===== src/rtl/pipeline_hazard_ctrl.sv =====
// pipeline_hazard_ctrl
//  Per-stage flush/stall generation for an NSTAGES-deep in-order pipeline.
//  Handles system-jump redirects, memory-stage freezes, branch/fence.i flushes,
//  a multi-cycle load-use stall counter and a fence.i request/done handshake
//  with the cache subsystem. Outputs are combinational from inputs and state.
//  Optional feature macro: PIPE_BPU_EN (suppress flush on correctly predicted
//  taken branches; mispredictions always flush).
module pipeline_hazard_ctrl #(
   parameter int NSTAGES  = 5,
   parameter int LOAD_LAT = 1
) (
   input  logic               clk_i,
   input  logic               rst_ni,
   input  logic               unsupported_instr_i,
   input  logic               load_hazard_i,
   input  logic               branch_hit_i,
   input  logic               branch_taken_i,
   input  logic               branch_misprediction_i,
   input  logic               is_fencei_i,
   input  logic               sys_jump_i,
   input  logic               mem_busy_i,
   input  logic               fencei_done_i,
   output logic               fencei_req_o,
   output logic [NSTAGES-1:0] flush_o,
   output logic [NSTAGES-1:0] stall_o,
   output logic               data_hazard_o
);

   localparam int CNT_W = (LOAD_LAT < 1) ? 1 : $clog2(LOAD_LAT + 1);
   localparam logic [CNT_W-1:0] CNT_INIT = CNT_W'(LOAD_LAT - 1);
   localparam logic [CNT_W-1:0] CNT_ONE  = CNT_W'(1);
   localparam logic [CNT_W-1:0] CNT_ZERO = CNT_W'(0);

   typedef enum logic [1:0] {
      ST_IDLE     = 2'd0,
      ST_LD_STALL = 2'd1,
      ST_FENCE    = 2'd2
   } state_e;

   state_e             state_r;
   logic [CNT_W-1:0]   cnt_r;
   logic               branch_flush_s;
   logic               ld_start_s;
   logic               ld_hold_s;
   logic [NSTAGES-1:0] flush_s;
   logic [NSTAGES-1:0] stall_s;
   logic               req_s;
   logic               dh_s;

`ifdef PIPE_BPU_EN
   // A taken branch the BPU already followed needs no flush; a wrong guess always does.
   assign branch_flush_s = (branch_taken_i & ~branch_hit_i) | branch_misprediction_i;
`else
   logic unused_bpu_s;
   assign unused_bpu_s   = branch_hit_i ^ branch_misprediction_i;
   assign branch_flush_s = branch_taken_i;
`endif

   // A new load-use stall starts only in IDLE when no higher-priority redirect is present.
   assign ld_start_s = load_hazard_i & ~branch_flush_s & ~is_fencei_i;
   // An ongoing load stall continues unless a branch flush aborts it.
   assign ld_hold_s  = ~branch_flush_s;

   // Combinational flush/stall/request generation in priority order.
   always_comb begin
      flush_s = {NSTAGES{1'b0}};
      stall_s = {NSTAGES{1'b0}};
      req_s   = 1'b0;
      dh_s    = 1'b0;
      if (!rst_ni) begin
         flush_s = {NSTAGES{1'b1}};
      end else if (sys_jump_i) begin
         flush_s = {NSTAGES{1'b1}};
      end else if (mem_busy_i) begin
         // Freeze everything upstream of writeback and push a bubble into writeback.
         stall_s[NSTAGES-2:0] = {(NSTAGES-1){1'b1}};
         flush_s[NSTAGES-2]   = 1'b1;
         req_s                = (state_r == ST_FENCE);
      end else begin
         case (state_r)
            ST_IDLE: begin
               flush_s[0] = branch_flush_s | is_fencei_i;
               flush_s[1] = branch_flush_s | is_fencei_i | unsupported_instr_i | ld_start_s;
               flush_s[2] = is_fencei_i;
               stall_s[0] = ld_start_s;
               dh_s       = ld_start_s;
            end
            ST_LD_STALL: begin
               flush_s[0] = branch_flush_s;
               flush_s[1] = 1'b1;
               stall_s[0] = ld_hold_s;
               dh_s       = ld_hold_s;
            end
            ST_FENCE: begin
               req_s        = 1'b1;
               stall_s[1:0] = 2'b11;
               flush_s[2]   = 1'b1;
            end
            default: begin
               flush_s = {NSTAGES{1'b1}};
            end
         endcase
      end
   end

   assign flush_o       = flush_s;
   assign stall_o       = stall_s;
   assign fencei_req_o  = req_s;
   assign data_hazard_o = dh_s;

   // Controller state and load-stall counter, synchronous active-low reset.
   always_ff @(posedge clk_i) begin
      if (!rst_ni) begin
         state_r <= ST_IDLE;
         cnt_r   <= CNT_ZERO;
      end else if (sys_jump_i) begin
         state_r <= ST_IDLE;
         cnt_r   <= CNT_ZERO;
      end else if (mem_busy_i) begin
         state_r <= state_r;
         cnt_r   <= cnt_r;
      end else begin
         case (state_r)
            ST_IDLE: begin
               if (is_fencei_i) begin
                  state_r <= ST_FENCE;
                  cnt_r   <= CNT_ZERO;
               end else if (ld_start_s && (LOAD_LAT > 1)) begin
                  state_r <= ST_LD_STALL;
                  cnt_r   <= CNT_INIT;
               end else begin
                  state_r <= ST_IDLE;
                  cnt_r   <= CNT_ZERO;
               end
            end
            ST_LD_STALL: begin
               if (branch_flush_s || (cnt_r <= CNT_ONE)) begin
                  state_r <= ST_IDLE;
                  cnt_r   <= CNT_ZERO;
               end else begin
                  state_r <= ST_LD_STALL;
                  cnt_r   <= cnt_r - CNT_ONE;
               end
            end
            ST_FENCE: begin
               if (fencei_done_i) begin
                  state_r <= ST_IDLE;
               end else begin
                  state_r <= ST_FENCE;
               end
               cnt_r <= CNT_ZERO;
            end
            default: begin
               state_r <= ST_IDLE;
               cnt_r   <= CNT_ZERO;
            end
         endcase
      end
   end

endmodule


===== config.mk =====
export PLATFORM = sky130hd
export DESIGN_NAME = pipeline_hazard_ctrl
export DESIGN_NICKNAME = d
export VERILOG_FILES = /design/src/rtl/pipeline_hazard_ctrl.sv
export SDC_FILE = /design/constraint.sdc
export NUM_CORES = 1
export LEC_CHECK = 0
export CAP_MARGIN = 15
export CORE_AREA = 2 2 39 41
export CTS_CLUSTER_SIZE = 20
export DETAILED_ROUTE_END_ITERATION = 6
export DIE_AREA = 0 0 41 43
export PLACE_DENSITY = 0.5
export SYNTH_ARGS = -nofsm -noshare
export SYNTH_HDL_FRONTEND = slang
export SYNTH_SLANG_ARGS = --single-unit
export TNS_END_PERCENT = 30

===== constraint.sdc =====
create_clock -name clk_i -period 2.1 [get_ports clk_i]
set_input_delay 0.42 -clock clk_i [delete_from_list [all_inputs] [get_ports clk_i]]
set_output_delay 0.42 -clock clk_i [all_outputs]
set_load 0.01 [all_outputs]

## Yosys cells after proc, flatten, opt, wreduce, memory -nomap -nowiden

Index checks and enable logic that the tools add are counted.

| storage, ports and cells | value |
|---|---|
| flip-flop bits (word level) | 3 |
| input bits | 11 |
| logic and storage cells | 45 |

| cells by class | value |
|---|---|
| add/sub/neg operators | 1 |
| $lt $le $gt $ge | 1 |
| equality and inequality tests | 2 |
| muxes and demuxes | 27 |
| bitwise logic cells | 8 |
| reduce and logical (&&, ||, !) cells | 4 |

Operators with widths:

| cell | count |
|---|---|
| $mux W1 | 12 |
| $pmux W2 S3 | 2 |
| $mux W2 | 5 |
| $mux W5 | 2 |
| $mux W4 | 2 |
| $pmux W1 S2 | 2 |
| $mux W3 | 1 |
| $not A1 Y1 | 3 |
| $or A1 B1 Y1 | 3 |
| $pmux W1 S3 | 1 |
| $reduce_or A3 Y1 | 1 |
| $and A1 B1 Y1 | 2 |
| $eq A2 B1 Y1 const B | 1 |
| $eq A2 B2 Y1 const B | 1 |
| $logic_not A2 Y1 | 1 |
| $reduce_or A2 Y1 | 1 |
| $le A1 B1 Y1 const B | 1 |
| $logic_or A1 B1 Y1 | 1 |
| $sub A1 B1 Y1 const B | 1 |

## Depth between registers and ports, before layout

| logic depth | value |
|---|---|
| depth after elaboration | 8 |
| mapped depth | 3 |

## Least setup slack after synthesis

No wires, ideal clock.

| timing path | value |
|---|---|
| path kind | input-to-output |
| start | input rst_ni |
| end | output data_hazard_o |
| arrival time | 1.028 ns |
| path slack | 0.652 ns |
| cell stages on the path | 3 |
| path buffers | 0 |
| cells stage by stage | nor2b_2 > inv_2 > nor4_4 |

| between the ends | value |
|---|---|
| word-level cells in the longest chain between the ends | 1 |

Ends and longest elaborated chain:

| what | RTL line | RTL |
|---|---|---|
| start: declaration | 13 | `input logic rst_ni,` |
| $mux W1 | 70 | `if (!rst_ni) begin` |
| end: declaration | 26 | `output logic data_hazard_o` |

No other way between the ends.

## Worst setup path after layout

| timing path | value |
|---|---|
| start | input branch_taken_i |
| end | output data_hazard_o |

| between the ends | value |
|---|---|
| word-level cells in the longest chain between the ends | 7 |

Ends and longest elaborated chain:

| what | RTL line | RTL |
|---|---|---|
| start: declaration | 17 | `input logic branch_taken_i,` |
| $not A1 Y1 * | 60, 62 |  |
| $and A1 B1 Y1 (2 in a row) | 60 | `assign ld_start_s = load_hazard_i & ~branch_flush_s & ~is_fencei_i;` |
| $pmux W1 S2 * | 80 | `case (state_r)` |
| $mux W1 * | 74 | `end else if (mem_busy_i) begin` |
| $mux W1 * | 72 | `end else if (sys_jump_i) begin` |
| $mux W1 * | 70 |  |

Mark *: on every way between the ends. The rest lies on a longest branch, timed or not.

==> impl_metrics.env <==
export IMPL_outcome="completed"
export IMPL_postCtsSetupBuffers=0
export IMPL_synthCells=25
export IMPL_final_common_cell="dlygate4sd2_1"
export IMPL_cp_data_arrival_time_ps=1600
export IMPL_path_cells="clkdlybuf4s50_1 -> or3b_4 -> nor4_4 -> buf_2"
export IMPL_start_util_pct=13.5
export IMPL_drive_gt1_share_pct=30.2
export IMPL_clock_latency_ps=0
export IMPL_routed_wl_um=582
export IMPL_critPathSlowestCell="clkdlybuf4s50_1"
export IMPL_grt_pass1_vias=209
export IMPL_drt_iter0_drc=1
export IMPL_final_antenna_net_count=0
export IMPL_antenna_found_initial=0
export IMPL_setup_tns_final_ps=0
export IMPL_overflow=0
export IMPL_rsz0062_at_grt="no"
export IMPL_grt_max_degree=10
export IMPL_wl_met2_um=289
export IMPL_port_buffers=19
export IMPL_via_per_inst=4.02
export IMPL_ctsHoldBuffers=0
export IMPL_top_layer_used="met3"
export IMPL_layout_common_cells="dlygate4sd2_1, clkdlybuf4s50_1, nor2_1, buf_4"
export IMPL_required_ps=1680
export IMPL_synth_seq_area_share_pct=10.7
export IMPL_reg_top3="state_r (1)"
export IMPL_start_kind="input port"
export IMPL_skew_ps=0
export IMPL_drc=0
export IMPL_synth_nets=36
export IMPL_core_um2=1380
export IMPL_end_kind="primary output"
export IMPL_hold_viol_final=0
export IMPL_cp_max_fo=3
export IMPL_grt_pass1_wl_um=897
export IMPL_clkTransAtPathRegs_ps=0
export IMPL_yosys_warnings=0
export IMPL_regMostFlops="state_r"
export IMPL_drv_slew=0
export IMPL_whs_ps=664
export IMPL_setup_viol=0
export IMPL_vdd_ir_drop_worst_mv=0.0970
export IMPL_syn_area_um2=186
export IMPL_largest_reg_flops=1
export IMPL_crit_buf_inv=2
export IMPL_dr_pass1_iters=2
export IMPL_wl_met3_um=61
export IMPL_rows=14
export IMPL_timing_fmax_mhz=494
export IMPL_fp_dieW_um=41
export IMPL_ys_types=19
export IMPL_vias=237
export IMPL_p_total_mw=0.0772
export IMPL_final_nets=56
export IMPL_power_density_nw_per_um2=203
export IMPL_ioPinCount=23
export IMPL_period_needed_ps=2020
export IMPL_ys_seq_elements=1
export IMPL_routedLengthMet1_um=231
export IMPL_worst_path_dominant_cell_family="buffers and inverters"
export IMPL_die_area_um2=1760
export IMPL_fin_crit_sh_pct=96.3
export IMPL_n_antenna_cell=0
export IMPL_fp_dieH_um=43
export IMPL_wl_per_cell_um=9.86
export IMPL_syn_to_final_growth_pct=104
export IMPL_leakagePower_nw=0.184
export IMPL_num_fill_cells=164
export IMPL_critical_path_class="in -> out"
export IMPL_syn_avg_cell_area_um2=7.46
export IMPL_slowest_delay_ps=450
export IMPL_maxCapViolCount=0
export IMPL_worst_hold_path_type="reg -> reg"
export IMPL_gp_congestion=0.647
export IMPL_gr_usage_all_layers_pct=6.80
-- path summary, 6_finish.rpt --
path	startpoint	end	slack, ps	depth (start not counted)
worst max-delay path	branch_taken_i	data_hazard_o	80	4
worst min register to register	state_r[1]	state_r[1]	660	2
worst min-delay path	state_r[1]	state_r[1]	660	2
worst max register to register	state_r[1]	state_r[1]	1270	2
-- per-layer routing --
metal,vias to the layer above,GRT usage (%)
met3,0,0.524
met1,107,8.57
met2,12,12.5
met4,0,0
met5,-,0
li1,118,-
-- timing repair --
| item | in CTS | in global routing |
|---|---|---|
| gates resized for setup | 19 | 5 |
| endpoints found under the setup margin | 11 | 1 |
| hold endpoints to repair | 0 | 0 |
-- cells by family after synthesis --
group,count (synthesis),share of synthesized area [%]
DFF,1,10.7
buffers and inverters,5,15.4
and+or+nand+nor,13,51.0
AOI/OAI and AO/OA,5,20.8
other,1,2.01
-- power breakdown --
part | switching, mW | total (mW) | internal, mW
Clock | 0 | 0 | 0
Sequential | 0.00163 | 0.0217 | 0.0201
Combinational | 0.0241 | 0.0554 | 0.0313
-- layout make-up --
class                           instances  area (µm²)  share of cell area, %
Timing Repair Buffer                   22         188                   49.3
Inverter                                1        3.75                  0.987
Multi-Input combinational cell         19         149                   39.1
Sequential cell                         1        20.0                   5.26
Tap cell                               16        20.0                   5.26
-- stage by stage --
stage                     setup slack, ps  utilization, %  instances  instance area, µm²
after floorplan                       652               -         25                 186
after global placement               -325            28.5         59                 394
after detailed placement             -362            28.5         59                 394
after CTS                            6.08            27.1         59                 375
after global routing                 27.5            27.5         59                 380
final                                77.2            27.5         59                 380
-- cells in the mapped netlist (all sizes together) --
library cell  count  area, µm²
o21ai             1       5.00
nor4              2       27.5
clkbuf            1       5.00
nand2b            1       6.26
o211a             1       10.0
nor2b             2       15.0
inv               1       3.75
nand3b            1       7.51
buf               3       20.0
and2              2       12.5
dfxtp             1       20.0
or3b              1       11.3
o31ai             2       15.0
conb              1       3.75
nor2              4       15.0
a21oi             1       8.76
-- worst register-to-register path: cells and delay by family (launching register included) --
family           cells  cell delay [ps]
AND/OR/NAND/NOR      1              110
AO/OA/AOI/OAI        1              130
flip-flops           1              470
Note: power is estimated with default switching activity, not from simulation.
